`src/rtl/gfx_mem_pkg.sv`:
```
// Shared definitions for the graphics SPRAM arbiter and the
// fetch engines that sit on its client channels.
package gfx_mem_pkg;

  localparam int GFX_ADDR_BITS = 16;
  localparam int GFX_DATA_BITS = 16;

  typedef enum logic [1:0] {
    S_ARB = 2'd0,
    S_MEM = 2'd1,
    S_RET = 2'd2
  } arb_state_e;

endpackage

```
`src/rtl/gfx_mem_arbiter_rr_picker.sv`:
```
// Round-robin find-first: first asserted request at or above
// the pointer, wrapping modulo N_CH.
module rr_picker #(
  parameter int N_CH  = 4,
  parameter int PTR_W = 2
) (
  input  logic [N_CH-1:0]  req_i,
  input  logic [PTR_W-1:0] ptr_i,
  output logic             grant_valid_o,
  output logic [PTR_W-1:0] grant_idx_o
);

  logic [PTR_W:0]   pos;
  logic [PTR_W-1:0] idx;

  // pos carries one spare bit so the wrap compare works
  // for non-power-of-two channel counts
  always_comb begin
    grant_valid_o = 1'b0;
    grant_idx_o   = '0;
    pos           = '0;
    idx           = '0;
    for (int k = 0; k < N_CH; k++) begin
      pos = {1'b0, ptr_i} + (PTR_W+1)'(k);
      if (pos > (PTR_W+1)'(N_CH-1)) begin
        pos = pos - (PTR_W+1)'(N_CH);
      end
      idx = pos[PTR_W-1:0];
      if (!grant_valid_o && req_i[idx]) begin
        grant_valid_o = 1'b1;
        grant_idx_o   = idx;
      end
    end
  end

endmodule

```
`src/rtl/gfx_mem_arbiter.sv`:
```
// Round-robin arbiter placing single-word client reads onto
// the shared graphics SPRAM; one access every three cycles.
import gfx_mem_pkg::*;

module gfx_mem_arbiter #(
  parameter int N_CH      = 4,
  parameter int ADDR_BITS = GFX_ADDR_BITS,
  parameter int DATA_BITS = GFX_DATA_BITS
) (
  input  logic                     CLK,
  input  logic                     RSTb,
  input  logic [N_CH*ADDR_BITS-1:0] client_addr,
  input  logic [N_CH-1:0]          client_rvalid,
  output logic [N_CH-1:0]          client_rready,
  output logic [DATA_BITS-1:0]     client_rdata,
  output logic [ADDR_BITS-1:0]     mem_addr,
  output logic                     mem_cs,
  input  logic [DATA_BITS-1:0]     mem_rdata
);

  localparam int PTR_W = $clog2(N_CH);

  arb_state_e            state_q, state_d;
  logic [PTR_W-1:0]      rr_ptr_q, rr_ptr_d;
  logic [PTR_W-1:0]      grant_idx_q, grant_idx_d;
  logic [ADDR_BITS-1:0]  mem_addr_q, mem_addr_d;

  logic                  pick_valid;
  logic [PTR_W-1:0]      pick_idx;
  logic [ADDR_BITS-1:0]  addr_a [N_CH];

  for (genvar g = 0; g < N_CH; g++) begin : g_addr
    assign addr_a[g] =
      client_addr[g*ADDR_BITS +: ADDR_BITS];
  end

  rr_picker #(
    .N_CH  (N_CH),
    .PTR_W (PTR_W)
  ) u_pick (
    .req_i         (client_rvalid),
    .ptr_i         (rr_ptr_q),
    .grant_valid_o (pick_valid),
    .grant_idx_o   (pick_idx)
  );

  always_ff @(posedge CLK or negedge RSTb) begin
    if (!RSTb) begin
      state_q     <= S_ARB;
      rr_ptr_q    <= '0;
      grant_idx_q <= '0;
      mem_addr_q  <= '0;
    end else begin
      state_q     <= state_d;
      rr_ptr_q    <= rr_ptr_d;
      grant_idx_q <= grant_idx_d;
      mem_addr_q  <= mem_addr_d;
    end
  end

  always_comb begin
    state_d     = state_q;
    rr_ptr_d    = rr_ptr_q;
    grant_idx_d = grant_idx_q;
    mem_addr_d  = mem_addr_q;
    unique case (state_q)
      S_ARB: begin
        if (pick_valid) begin
          grant_idx_d = pick_idx;
          mem_addr_d  = addr_a[pick_idx];
          state_d     = S_MEM;
        end
      end
      S_MEM: state_d = S_RET;
      S_RET: begin
        // next search starts just past the channel served
        if (grant_idx_q == PTR_W'(N_CH-1)) begin
          rr_ptr_d = '0;
        end else begin
          rr_ptr_d = grant_idx_q + 1'b1;
        end
        state_d = S_ARB;
      end
      default: state_d = S_ARB;
    endcase
  end

  // outputs decode registered state only
  assign mem_cs   = (state_q == S_MEM);
  assign mem_addr = mem_addr_q;
  assign client_rdata = mem_rdata;
  assign client_rready = (state_q == S_RET)
    ? ({{(N_CH-1){1'b0}}, 1'b1} << grant_idx_q)
    : '0;

endmodule
```
`config.mk`:
```
export PLATFORM = sky130hd
export DESIGN_NAME = gfx_mem_arbiter
export DESIGN_NICKNAME = d
export VERILOG_FILES = /design/src/rtl/gfx_mem_pkg.sv /design/src/rtl/gfx_mem_arbiter_rr_picker.sv /design/src/rtl/gfx_mem_arbiter.sv
export SDC_FILE = /design/constraint.sdc
export NUM_CORES = 1
export LEC_CHECK = 0
export ABC_CLOCK_PERIOD_IN_PS = 4000
export BUFFER_PORTS_ARGS = -buffer_cell sky130_fd_sc_hd__buf_2
export CORE_MARGIN = 2
export CORE_UTILIZATION = 42
export DETAILED_ROUTE_END_ITERATION = 8
export PLACE_DENSITY = 0.86
export SLEW_MARGIN = 20
export SYNTH_ARGS = -nofsm -noshare
export SYNTH_HDL_FRONTEND = slang
export SYNTH_SLANG_ARGS = --single-unit
export TNS_END_PERCENT = 20
```
`constraint.sdc`:
```
create_clock -name CLK -period 4 [get_ports CLK]
set_input_delay 0.8 -clock CLK [delete_from_list [all_inputs] [get_ports CLK]]
set_output_delay 0.8 -clock CLK [all_outputs]
set_load 0.005 [all_outputs]
```
==> run summary, run 1 <==
Final worst path period need: 2.555 ns
RSZ-0062 raised after global routing: false
Area growth from synthesis to layout: 24.79%
Peak VDD IR: 239.6 µV
Post_cts resized: 0
Final Skew: 0.003402 ns
Die Ht: 64.04 µm
Placed cell count: 261
PwrDens: 613.0 nW/µm²
Synth top area cells: dfrtp_1, mux2i_1, buf_4, o221ai_1, nand2_1
Number of nets in the final layout: 310
Clock sink count: 22
Worst hold slack: 0.4551 ns
Worst path arrival time: 2.70 ns
Fillers: 341
Largest net degree at the start of global routing: 23
Met1 GRT Util: 21.70%
Post-synth EDFFs: 0
Initial DRC count: 34
Die ar.: 4101 µm²
Post-synth top area cell: dfrtp_1
PortBufs: 90
Vias in the first global route: 1,424
Met2 GRT Util: 34.38%
Simple-Gate Fraction of Synth Area: 11.32%
Leakage: 0.001057 µW
Commonest non-fill, non-tap cell in the layout: buf_2
WL/cell: 13.18 µm
GRT met3 Usage: 2.817%
Maximum buffer depth of the clock tree: 2
CTS Buf Count: 3
Die X: 64.04 µm
CTS tree: yes
Area of the multi-input gates: 775.7 µm²
Total GRT Usage: 18.43%
Netlist cell types: 28
Global route total overflow: 0
Clk root buf: clkbuf_4
H-tree level count: 1
Main combinational cell family by area after synthesis: multiplexers
Final hold vios: 0
Via density: 5.049
Crit path max fanout: 21
Syn Nets: 239
CP required: 4.15 ns
Fin crit share: 63.87%
Final Setup Violations: 0
Status: finished clean
Syn Inst Count: 149
Final design area excluding fillers: 1889 µm²
Clk_lat worst skew: 0.29 ns
Multiplexer share of the synthesized area: 22.98%
Syn avg cell area: 10.16 µm²
Area of placed instances: 1853 µm²
Detailed placer's ending HPWL: 2775 µm
Antenna cells: 0
Commonest cells after routing, fill and taps aside: buf_2, mux2i_1, dfrtp_1, nand2_1, o221ai_1
CORE AREA: 3390 µm²
Synth warnings: 0
Slew HR: 27.97%
Ports: 123
Initial antenna violation count: 0
Post-CTS Setup Bufs: 0
Number of max-cap violations: 0
Crit Path Class: in2reg
Gr busiest metal: met2
Synth Area in XOR/XNOR: 0%
Non-Filler Instances: 265
Worst Max-Slew Pin Slew: 1.073 ns
Slew Limit Fails: 0
Post-synthesis compound-gate area fraction: 13.47%
Seq. cell area: 550.5 µm²
Global-route wire length before repair: 6154 µm
Clock Pin Slew Worst Setup and Hold Paths: 0.12 ns
#FFs+latches synth: 22
Async S/R FF share, synth: 100.0%
Post-Synthesis Cell Area: 1514 µm²
DR vias: 1,338
Register area share after synthesis: 36.36%
Final WL: 3494 µm
Final GP Congestion: 0.7322
Adder-cell area share of the yosys netlist: 3.306%
Fmax: 391.4 MHz
Drt drc: 0
Row count: 21
Synth top area share: 36.36%
Detail Route Antenna Nets: 0
Final TNS setup: 0 ns
Post-CTS Hold Fix Bufs: 0
Reg2Reg Setup Slack: 1.83 ns
Top_reg_cell synth: dfrtp_1
CP endpoint kind: flip-flop
Layout cells sized above 1: 45.66%
CP startpoint kind: primary input
Drt first pass iters: 4
Hold/Removal Path Class: in2async
Initial core utilization: 44.67%
-- through the flow --
stage | utilization [%] | worst slack [ns] | total power, µW
after floorplan | - | 1.994 | 873.7
after global placement | 54.67 | 1.184 | 1030
after detailed placement | 54.67 | 1.098 | 1052
after CTS | 55.74 | 1.446 | 1175
after global routing | 55.74 | 1.150 | 1280
final | 55.74 | 1.445 | 1158
-- cell type report --
cell class | count | area share (%)
Timing Repair Buffer | 91 | 24.24
Clock buffer | 4 | 1.921
Tap cell | 46 | 3.046
Multi-Input combinational cell | 99 | 41.06
Sequential cell | 22 | 29.14
Inverter | 3 | 0.5960
-- logic make-up (layout without fill, tap and decap cells) --
group / count (synthesis) / after routing
flip-flops: 22 / 22
multiplexers: 34 / 34
AND/OR/NAND/NOR: 35 / 35
adder cells (fa/ha/maj): 4 / 4
AO/OA/AOI/OAI: 26 / 26
buffers and inverters: 28 / 98
-- report_power, final --
group	switching (µW)	internal [µW]
Combinational	322	306
Sequential	77.4	335
Clock	62.0	55.4
Total	462	696
-- flip-flops by register name, summed over array words and instances, names as in the netlist --
register,cells
rr_ptr_q,2
mem_addr,16
state_q,2
grant_idx_q,2
-- cell usage after synthesis, types with 3 or more instances --
cell	instances
o221ai_1	15
ha_1	4
clkbuf_1	3
nand2_1	16
inv_1	3
nor2_1	5
nor2b_1	3
dfrtp_1	22
and2_1	4
mux2i_1	31
o21ai_0	3
nand2b_1	3
buf_4	18
-- layer usage --
metal | routed length (µm) | up-vias
li1 | - | 664
met1 | 1455 | 614
met2 | 1767 | 56
met3 | 240 | 4
met4 | 30 | 0
met5 | 0 | -
-- critical path: stages --
cell,delay (ns)
buf_2,0.12
nor2_1,0.21
a211o_1,0.56
inv_1,0.16
o21ai_1,0.61
o221ai_1,0.24
-- worst paths after layout --
check                                 start              to  cells past startpoint
max in group asynchronous              RSTb  grant_idx_q[1]                      1
min reg2reg                      state_q[1]      state_q[1]                      1
min in group CLK                 state_q[1]      state_q[1]                      1
max                        client_rvalid[3]     mem_addr[7]                      6
min                                    RSTb     mem_addr[8]                      1
max reg2reg                     rr_ptr_q[1]    mem_addr[11]                      6
Power figures use the tool's default switching activity.
==> inputs of run 2 (changes only) <==
- ABC_CLOCK_PERIOD_IN_PS: 4000 -> 2150
- CORE_UTILIZATION: 42 -> 35
- PLACE_DENSITY: 0.86 -> 0.76
- clock period: 4 -> 2.15 ns (I/O delays scaled with it)
==> run 2 against run 1 <==
  * Setup slack worse by 1.1 ns
  * Sequential power increased by 85%
  * Utilization decreased by 7.8 points
  * Non-clock buffer count grew 2
  * Wire length fell by 1.4%
==> run summary, run 2 (same netlist as run 1, synthesis figures left out) <==
Status: finished clean (unchanged)
Post_cts resized: 0 (unchanged)
Commonest non-fill, non-tap cell in the layout: buf_2 (unchanged)
RSZ-0062 raised after global routing: false (unchanged)
Global-route wire length before repair: 5858 µm (was 6154 µm)
Clock Pin Slew Worst Setup and Hold Paths: 0.08 ns (was 0.12 ns)
Initial core utilization: 37.05% (was 44.67%)
Post-CTS Setup Bufs: 0 (unchanged)
Largest net degree at the start of global routing: 32 (was 23)
Final worst path period need: 1.803 ns
Die X: 69.77 µm (was 64.04 µm)
Number of nets in the final layout: 312 (was 310)
Commonest cells after routing, fill and taps aside: buf_2, mux2i_1, dfrtp_1, nand2_1, o221ai_1 (unchanged)
Drt first pass iters: 4 (unchanged)
Final Skew: 0.002067 ns (was 0.003402 ns)
Post-CTS Hold Fix Bufs: 0 (unchanged)
Cell family with most CP delay: flip-flops (was compound AO/OA/AOI/OAI gates)
Final hold vios: 0 (unchanged)
DR vias: 1,332 (was 1,338)
Crit Path Class: reg2reg (was in2reg)
Die Ht: 69.77 µm (was 64.04 µm)
CP required: 2.26 ns (was 4.15 ns)
Global route total overflow: 0 (unchanged)
Final GP Congestion: 0.7779 (was 0.7322)
Crit path max fanout: 31 (was 21)
CTS tree: yes (unchanged)
Initial DRC count: 36 (was 34)
Leakage: 0.001086 µW (was 0.001057 µW)
Finished Core Util: 47.98% (was 55.74%)
Peak VDD IR: 415.2 µV (was 239.6 µV)
Layout cells sized above 1: 46.61% (was 45.66%)
WL/cell: 12.72 µm (was 13.18 µm)
Max reg flops: 16 (unchanged)
Clk root buf: clkbuf_8 (was clkbuf_4)
PortBufs: 90 (unchanged)
Clock sink count: 22 (unchanged)
Maximum buffer depth of the clock tree: 2 (unchanged)
Detail Route Antenna Nets: 0 (unchanged)
Fin crit share: 83.88%
Initial antenna violation count: 0 (unchanged)
Clk_lat worst skew: 0.26 ns (was 0.29 ns)
Detailed placer's ending HPWL: 2688 µm (was 2775 µm)
Slowest stage delay, CP: 0.45 ns (was 0.61 ns)
Buf+Inv Stages, Crit Path: 1 (was 2)
Fillers: 404 (was 341)
CORE AREA: 4086 µm² (was 3390 µm²)
Worst path arrival time: 1.91 ns (was 2.70 ns)
CP startpoint kind: flip-flop (was primary input)
CP max stage cell: dfrtp_1 (was o21ai_1)
Area growth from synthesis to layout: 29.50% (was 24.79%)
Total power: 2368 µW (was 1158 µW)
Crit path cell chain: nand2b_1, a21oi_1, nand2b_2, buf_12, mux2i_1, o221ai_1 (was buf_2, nor2_1, a211o_1, inv_1, o21ai_1, o221ai_1)
H-tree level count: 1 (unchanged)
CTS Buf Count: 3 (unchanged)
Die ar.: 4868 µm² (was 4101 µm²)
Slew HR: 59.27% (was 27.97%)
Hold/Removal Path Class: in2async (unchanged)
Via density: 4.915 (was 5.049)
Number of max-cap violations: 0 (unchanged)
Fmax: 554.5 MHz
Vias in the first global route: 1,324 (was 1,424)
Row count: 23 (was 21)
PwrDens: 1208 nW/µm² (was 613.0 nW/µm²)
Total GRT Usage: 14.49% (was 18.43%)
CP endpoint kind: flip-flop (unchanged)
Antenna cells: 0 (unchanged)
Ports: 123 (unchanged)
Drt drc: 0 (unchanged)
Final Setup Violations: 0 (unchanged)
Worst Max-Slew Pin Slew: 0.6109 ns (was 1.073 ns)
Slew Limit Fails: 0 (unchanged)
Final WL: 3446 µm (was 3494 µm)
[run 2: cell types whose count changed in the layout (fill, tap and decap cells not counted), sizes merged]
| cell | change |
|---|---|
| bufinv | +1 |
| clkbuf | -1 |
| buf | +2 |
[run 2: layout make-up]
class                   count  area (µm²)  share of cell area (%)
clock buffers               3       41.29                   2.106
well taps                  50       62.56                   3.191
inverters                   3       11.26                  0.5743
flip-flops and latches     22       550.5                   28.08
repair buffers             93       485.5                   24.76
clock inverters             1       30.03                   1.532
multi-input cells          99       779.5                   39.76
[run 2: per-stage QoR]
stage / setup WS [ns] / hold slack, ns / instances / TNS, ns / cell area (µm²)
finish: 0.3466 / 0.1209 / 271 / 0 / 1961
global route: 0.2194 / 0.1418 / 271 / 0 / 1961
CTS: 0.07329 / 0.1345 / 271 / 0 / 1957
detailed placement: -0.05417 / 0.4271 / 267 / -0.08722 / 1886
global placement: 0.02343 / 0.4190 / 267 / 0 / 1886
floorplan: 0.4903 / 0.1344 / 149 / 0 / 1514
[run 2: routing by layer]
layer / wire length [µm] / track usage (%)
met4: 28 / 5.342
met5: 0 / 0
met1: 1445 / 17.69
met2: 1696 / 25.08
met3: 275 / 2.907
[run 2: final timing paths]
path                                      to         from  cells past startpoint  slack, ns
worst max register to register   mem_addr[4]  rr_ptr_q[1]                      6       0.35
max in group asynchronous       mem_addr[11]         RSTb                      1       1.70
worst min register to register    state_q[1]   state_q[1]                      1       0.47
worst max-delay path             mem_addr[4]  rr_ptr_q[1]                      6       0.35
worst min-delay path            mem_addr[12]         RSTb                      1       0.12
min in group CLK                  state_q[1]   state_q[1]                      1       0.47
[run 2: report_power, final]
| part | switching, µW | internal [µW] |
|---|---|---|
| logic | 611 | 614 |
| registers | 137 | 625 |
| clock network | 133 | 249 |
| total | 881 | 1490 |
[run 2: worst reg2reg max path: cells and delay by family (launching register included)]
family                 cells  cell delay (ns)
AND/OR/NAND/NOR            2             0.37
multiplexers               1             0.27
AO/OA/AOI/OAI              2             0.35
buffers and inverters      1             0.22
flip-flops                 1             0.45
==> inputs of run 3 (changes only) <==
- ABC_AREA: default -> 1
- ABC_CLOCK_PERIOD_IN_PS: 2150 -> 1860
- CORE_UTILIZATION: 35 -> 43
- PLACE_DENSITY: 0.76 -> 0.81
- clock period: 2.15 -> 1.86 ns (I/O delays scaled with it)
==> run 3 against run 2 <==
  * The flow now finishes with violations (setup timing)
  * Critical path depth up 8
  * First-iteration DRC count rose to 3.4 times the previous value
  * Non-clock buffer count up 22
  * Largest power group unchanged
==> run summary, run 3 <==
Status: finished with violations (was finished clean)
Failing checks: setup timing
Max reg flops: 16 (unchanged)
Fmax: 492.7 MHz (was 554.5 MHz)
Final Skew: 0.007656 ns (was 0.002067 ns)
Synth top area share: 28.99% (was 36.36%)
Register area share after synthesis: 28.99% (was 36.36%)
Die ar.: 4965 µm² (was 4868 µm²)
Worst path arrival time: 2.24 ns (was 1.91 ns)
CP endpoint kind: flip-flop (unchanged)
Syn Inst Count: 307 (was 149)
Slew Limit Fails: 0 (unchanged)
Final GP Congestion: 0.7537 (was 0.7779)
Top Layer Used: met4 (unchanged)
Synth warnings: 0 (unchanged)
Final worst path period need: 2.030 ns (was 1.803 ns)
Antenna cells: 0 (unchanged)
Crit path cell chain: clkinvlp_4, nand2_1, nand2_1, nand2_2, nand2_2, nor2_4, nand3_4, nand3_4, buf_12, clkbuf_16, nand2_1, o21ai_1, nand2_1, nand3_1 (was nand2b_1, a21oi_1, nand2b_2, buf_12, mux2i_1, o221ai_1)
Slew HR: 68.19% (was 59.27%)
Total GRT Usage: 19.95% (was 14.49%)
CP startpoint kind: flip-flop (unchanged)
Final WL: 5583 µm (was 3446 µm)
Routed length on met3: 320 µm (was 275 µm)
Post-synth top area cell: dfrtp_1 (unchanged)
Final Setup Violations: 16 (was 0)
Placed cell count: 430 (was 267)
Buf+Inv Stages, Crit Path: 3 (was 1)
Clk_lat worst skew: 0.27 ns (was 0.26 ns)
Netlist cell types: 19 (was 28)
H-tree level count: 1 (unchanged)
Cell family with most CP delay: simple AND/OR/NAND/NOR gates (was flip-flops)
Total power: 6808 µW (was 2368 µW)
Largest net degree at the start of global routing: 26 (was 32)
Post-Synthesis Cell Area: 1899 µm² (was 1514 µm²)
Die Ht: 70.46 µm (was 69.77 µm)
Syn avg cell area: 6.187 µm² (was 10.16 µm²)
CORE AREA: 4294 µm² (was 4086 µm²)
Commonest cells after routing, fill and taps aside: nand2_1, buf_2, inv_1, nand2_2, nand3_1 (was buf_2, mux2i_1, dfrtp_1, nand2_1, o221ai_1)
RSZ-0062 raised after global routing: true (was false)
Top_reg_cell synth: dfrtp_1 (unchanged)
Global-route wire length before repair: 8245 µm (was 5858 µm)
DR vias: 2,197 (was 1,332)
Final TNS setup: -1.707 ns (was 0 ns)
Post-synth EDFFs: 0 (unchanged)
Slowest stage delay, CP: 0.49 ns (was 0.45 ns)
CTS tree: yes (unchanged)
Global route total overflow: 0 (unchanged)
Maximum buffer depth of the clock tree: 2 (unchanged)
Drt first pass iters: 4 (unchanged)
DP Worst Slack: -0.06801 ns (was -0.05417 ns)
Area growth from synthesis to layout: 45.78% (was 29.50%)
Synth top area cells: dfrtp_1, nand2_1, inv_1, buf_4, o21ai_1 (was dfrtp_1, mux2i_1, buf_4, o221ai_1, nand2_1)
Most common cell in the netlist: nand2_1 (was mux2i_1)
Row count: 24 (was 23)
CTS Buf Count: 3 (unchanged)
Worst Max-Slew Pin Slew: 0.4771 ns (was 0.6109 ns)
Detail Route Antenna Nets: 0 (unchanged)
Detailed placer's ending HPWL: 3506 µm (was 2688 µm)
Reg2Reg Setup Slack: -0.17 ns (was 0.35 ns)
Peak VDD IR: 1755 µV (was 415.2 µV)
Clock sink count: 22 (unchanged)
Routed metal-1 wirelength: 2206 µm (was 1445 µm)
Fin crit share: 109.1% (was 83.88%)
Initial DRC count: 122 (was 36)
Clock Pin Slew Worst Setup and Hold Paths: 0.09 ns (was 0.08 ns)
Number of max-cap violations: 0 (unchanged)
Die X: 70.46 µm (was 69.77 µm)
Number of nets in the final layout: 491 (was 312)
Hold/Removal Path Class: in2async (unchanged)
Async S/R FF share, synth: 100.0% (unchanged)
Crit Path Class: reg2reg (unchanged)
Area of placed instances: 2291 µm² (was 1886 µm²)
Layout cells sized above 1: 42.75% (was 46.61%)
Most frequent CP cell: nand2_1
Final hold vios: 0 (unchanged)
PwrDens: 2459 nW/µm² (was 1208 nW/µm²)
Final worst slack: -0.1696 ns (was 0.3466 ns)
WL met2: 2958 µm (was 1696 µm)
Crit path max fanout: 8 (was 31)
Final design area excluding fillers: 2769 µm² (was 1961 µm²)
WL/cell: 12.35 µm (was 12.72 µm)
Drt drc: 0 (unchanged)
Vias in the first global route: 2,005 (was 1,324)
PortBufs: 90 (unchanged)
Initial antenna violation count: 0 (unchanged)
CP max stage cell: dfrtp_2 (was dfrtp_1)
#FFs+latches synth: 22 (unchanged)
Non-Filler Instances: 452 (was 271)
Via density: 4.861 (was 4.915)
Ports: 123 (unchanged)
Commonest non-fill, non-tap cell in the layout: nand2_1 (was buf_2)
Syn Nets: 397 (was 239)
Clk root buf: clkbuf_8 (unchanged)
Initial core utilization: 44.23% (was 37.05%)
Leakage: 0.001630 µW (was 0.001086 µW)
CP required: 2.07 ns (was 2.26 ns)
Top post-synthesis cells by count: nand2_1, inv_1, o21ai_1, nand3_1 (was mux2i_1, dfrtp_1, buf_4, nand2_1, o221ai_1)
==> run 3: cell types whose count changed after synthesis, sizes merged, moves of 3 or more <==
cell and delta:
nand2b -3, and2 -4, mux2 -3, mux2i -31
o21ai +27, o221ai -15, nor2b -3, buf +5
inv +50, clkbuf -3, nor2 +10, nand3 +27
nand2 +105
==> run 3: per-stage QoR <==
stage / utilization [%] / hold slack, ns
finish: 64.48 / 0.04720
global route: 64.48 / 0.09716
CTS: 58.42 / 0.06940
floorplan: - / 0.07641
global placement: 53.35 / 0.3585
detailed placement: 53.35 / 0.3619
==> run 3: path summary, 6_finish.rpt <==
kind	startpoint	to	cells past startpoint
max reg2reg	rr_ptr_q[0]	mem_addr[11]	14
max in group asynchronous	RSTb	rr_ptr_q[0]	1
max	rr_ptr_q[0]	mem_addr[11]	14
min reg2reg	mem_addr[0]	mem_addr[0]	2
min	RSTb	mem_addr[15]	1
min in group CLK	client_addr[38]	mem_addr[6]	5
==> run 3: worst register-to-register path: cells and delay by family (launching register included) <==
family	cells	cell delay, ns
DFF	1	0.49
buffers and inverters	3	0.47
AOI/OAI and AO/OA	1	0.10
and+or+nand+nor	10	0.92
==> run 3: timing repair <==
action / 4_1_cts / 5_1_grt
endpoints found under the setup margin: 17 / 19
setup buffers: 8 / 3
gates cloned: 1 / 6
endpoints found under the hold margin: 0 / 0
pin swaps: 2 / 35
hold buffers: 0 / 0
resized for setup: 7 / 38
==> run 3: final cells by class <==
cell class	instances	area, µm²
inverters	53	201.4
repair buffers	115	802.0
flip-flops and latches	22	551.8
fillers	358	1525
well taps	52	65.06
repair inverters	1	7.507
multi-input cells	205	1070
clock buffers	3	41.29
clock inverters	1	30.03
==> run 3: report_power, final <==
group / switching (µW) / internal, µW
Combinational: 2820 / 2610
Sequential: 188 / 741
Clock: 163 / 288
Total: 3170 / 3640
==> run 3: layer usage <==
metal | vias up | global-route usage (%)
met2 | 89 | 35.95
li1 | 1105 | -
met3 | 11 | 3.030
met1 | 992 | 24.71
met4 | 0 | 4.915
met5 | - | 0
==> run 3: logic make-up (layout without fill, tap and decap cells) <==
group	after synthesis	count (layout)	synth area share [%]
adder cells (fa/ha/maj)	4	4	2.635
buffers and inverters	80	173	21.61
AO/OA/AOI/OAI	36	36	9.486
AND/OR/NAND/NOR	165	165	37.29
flip-flops	22	22	28.99
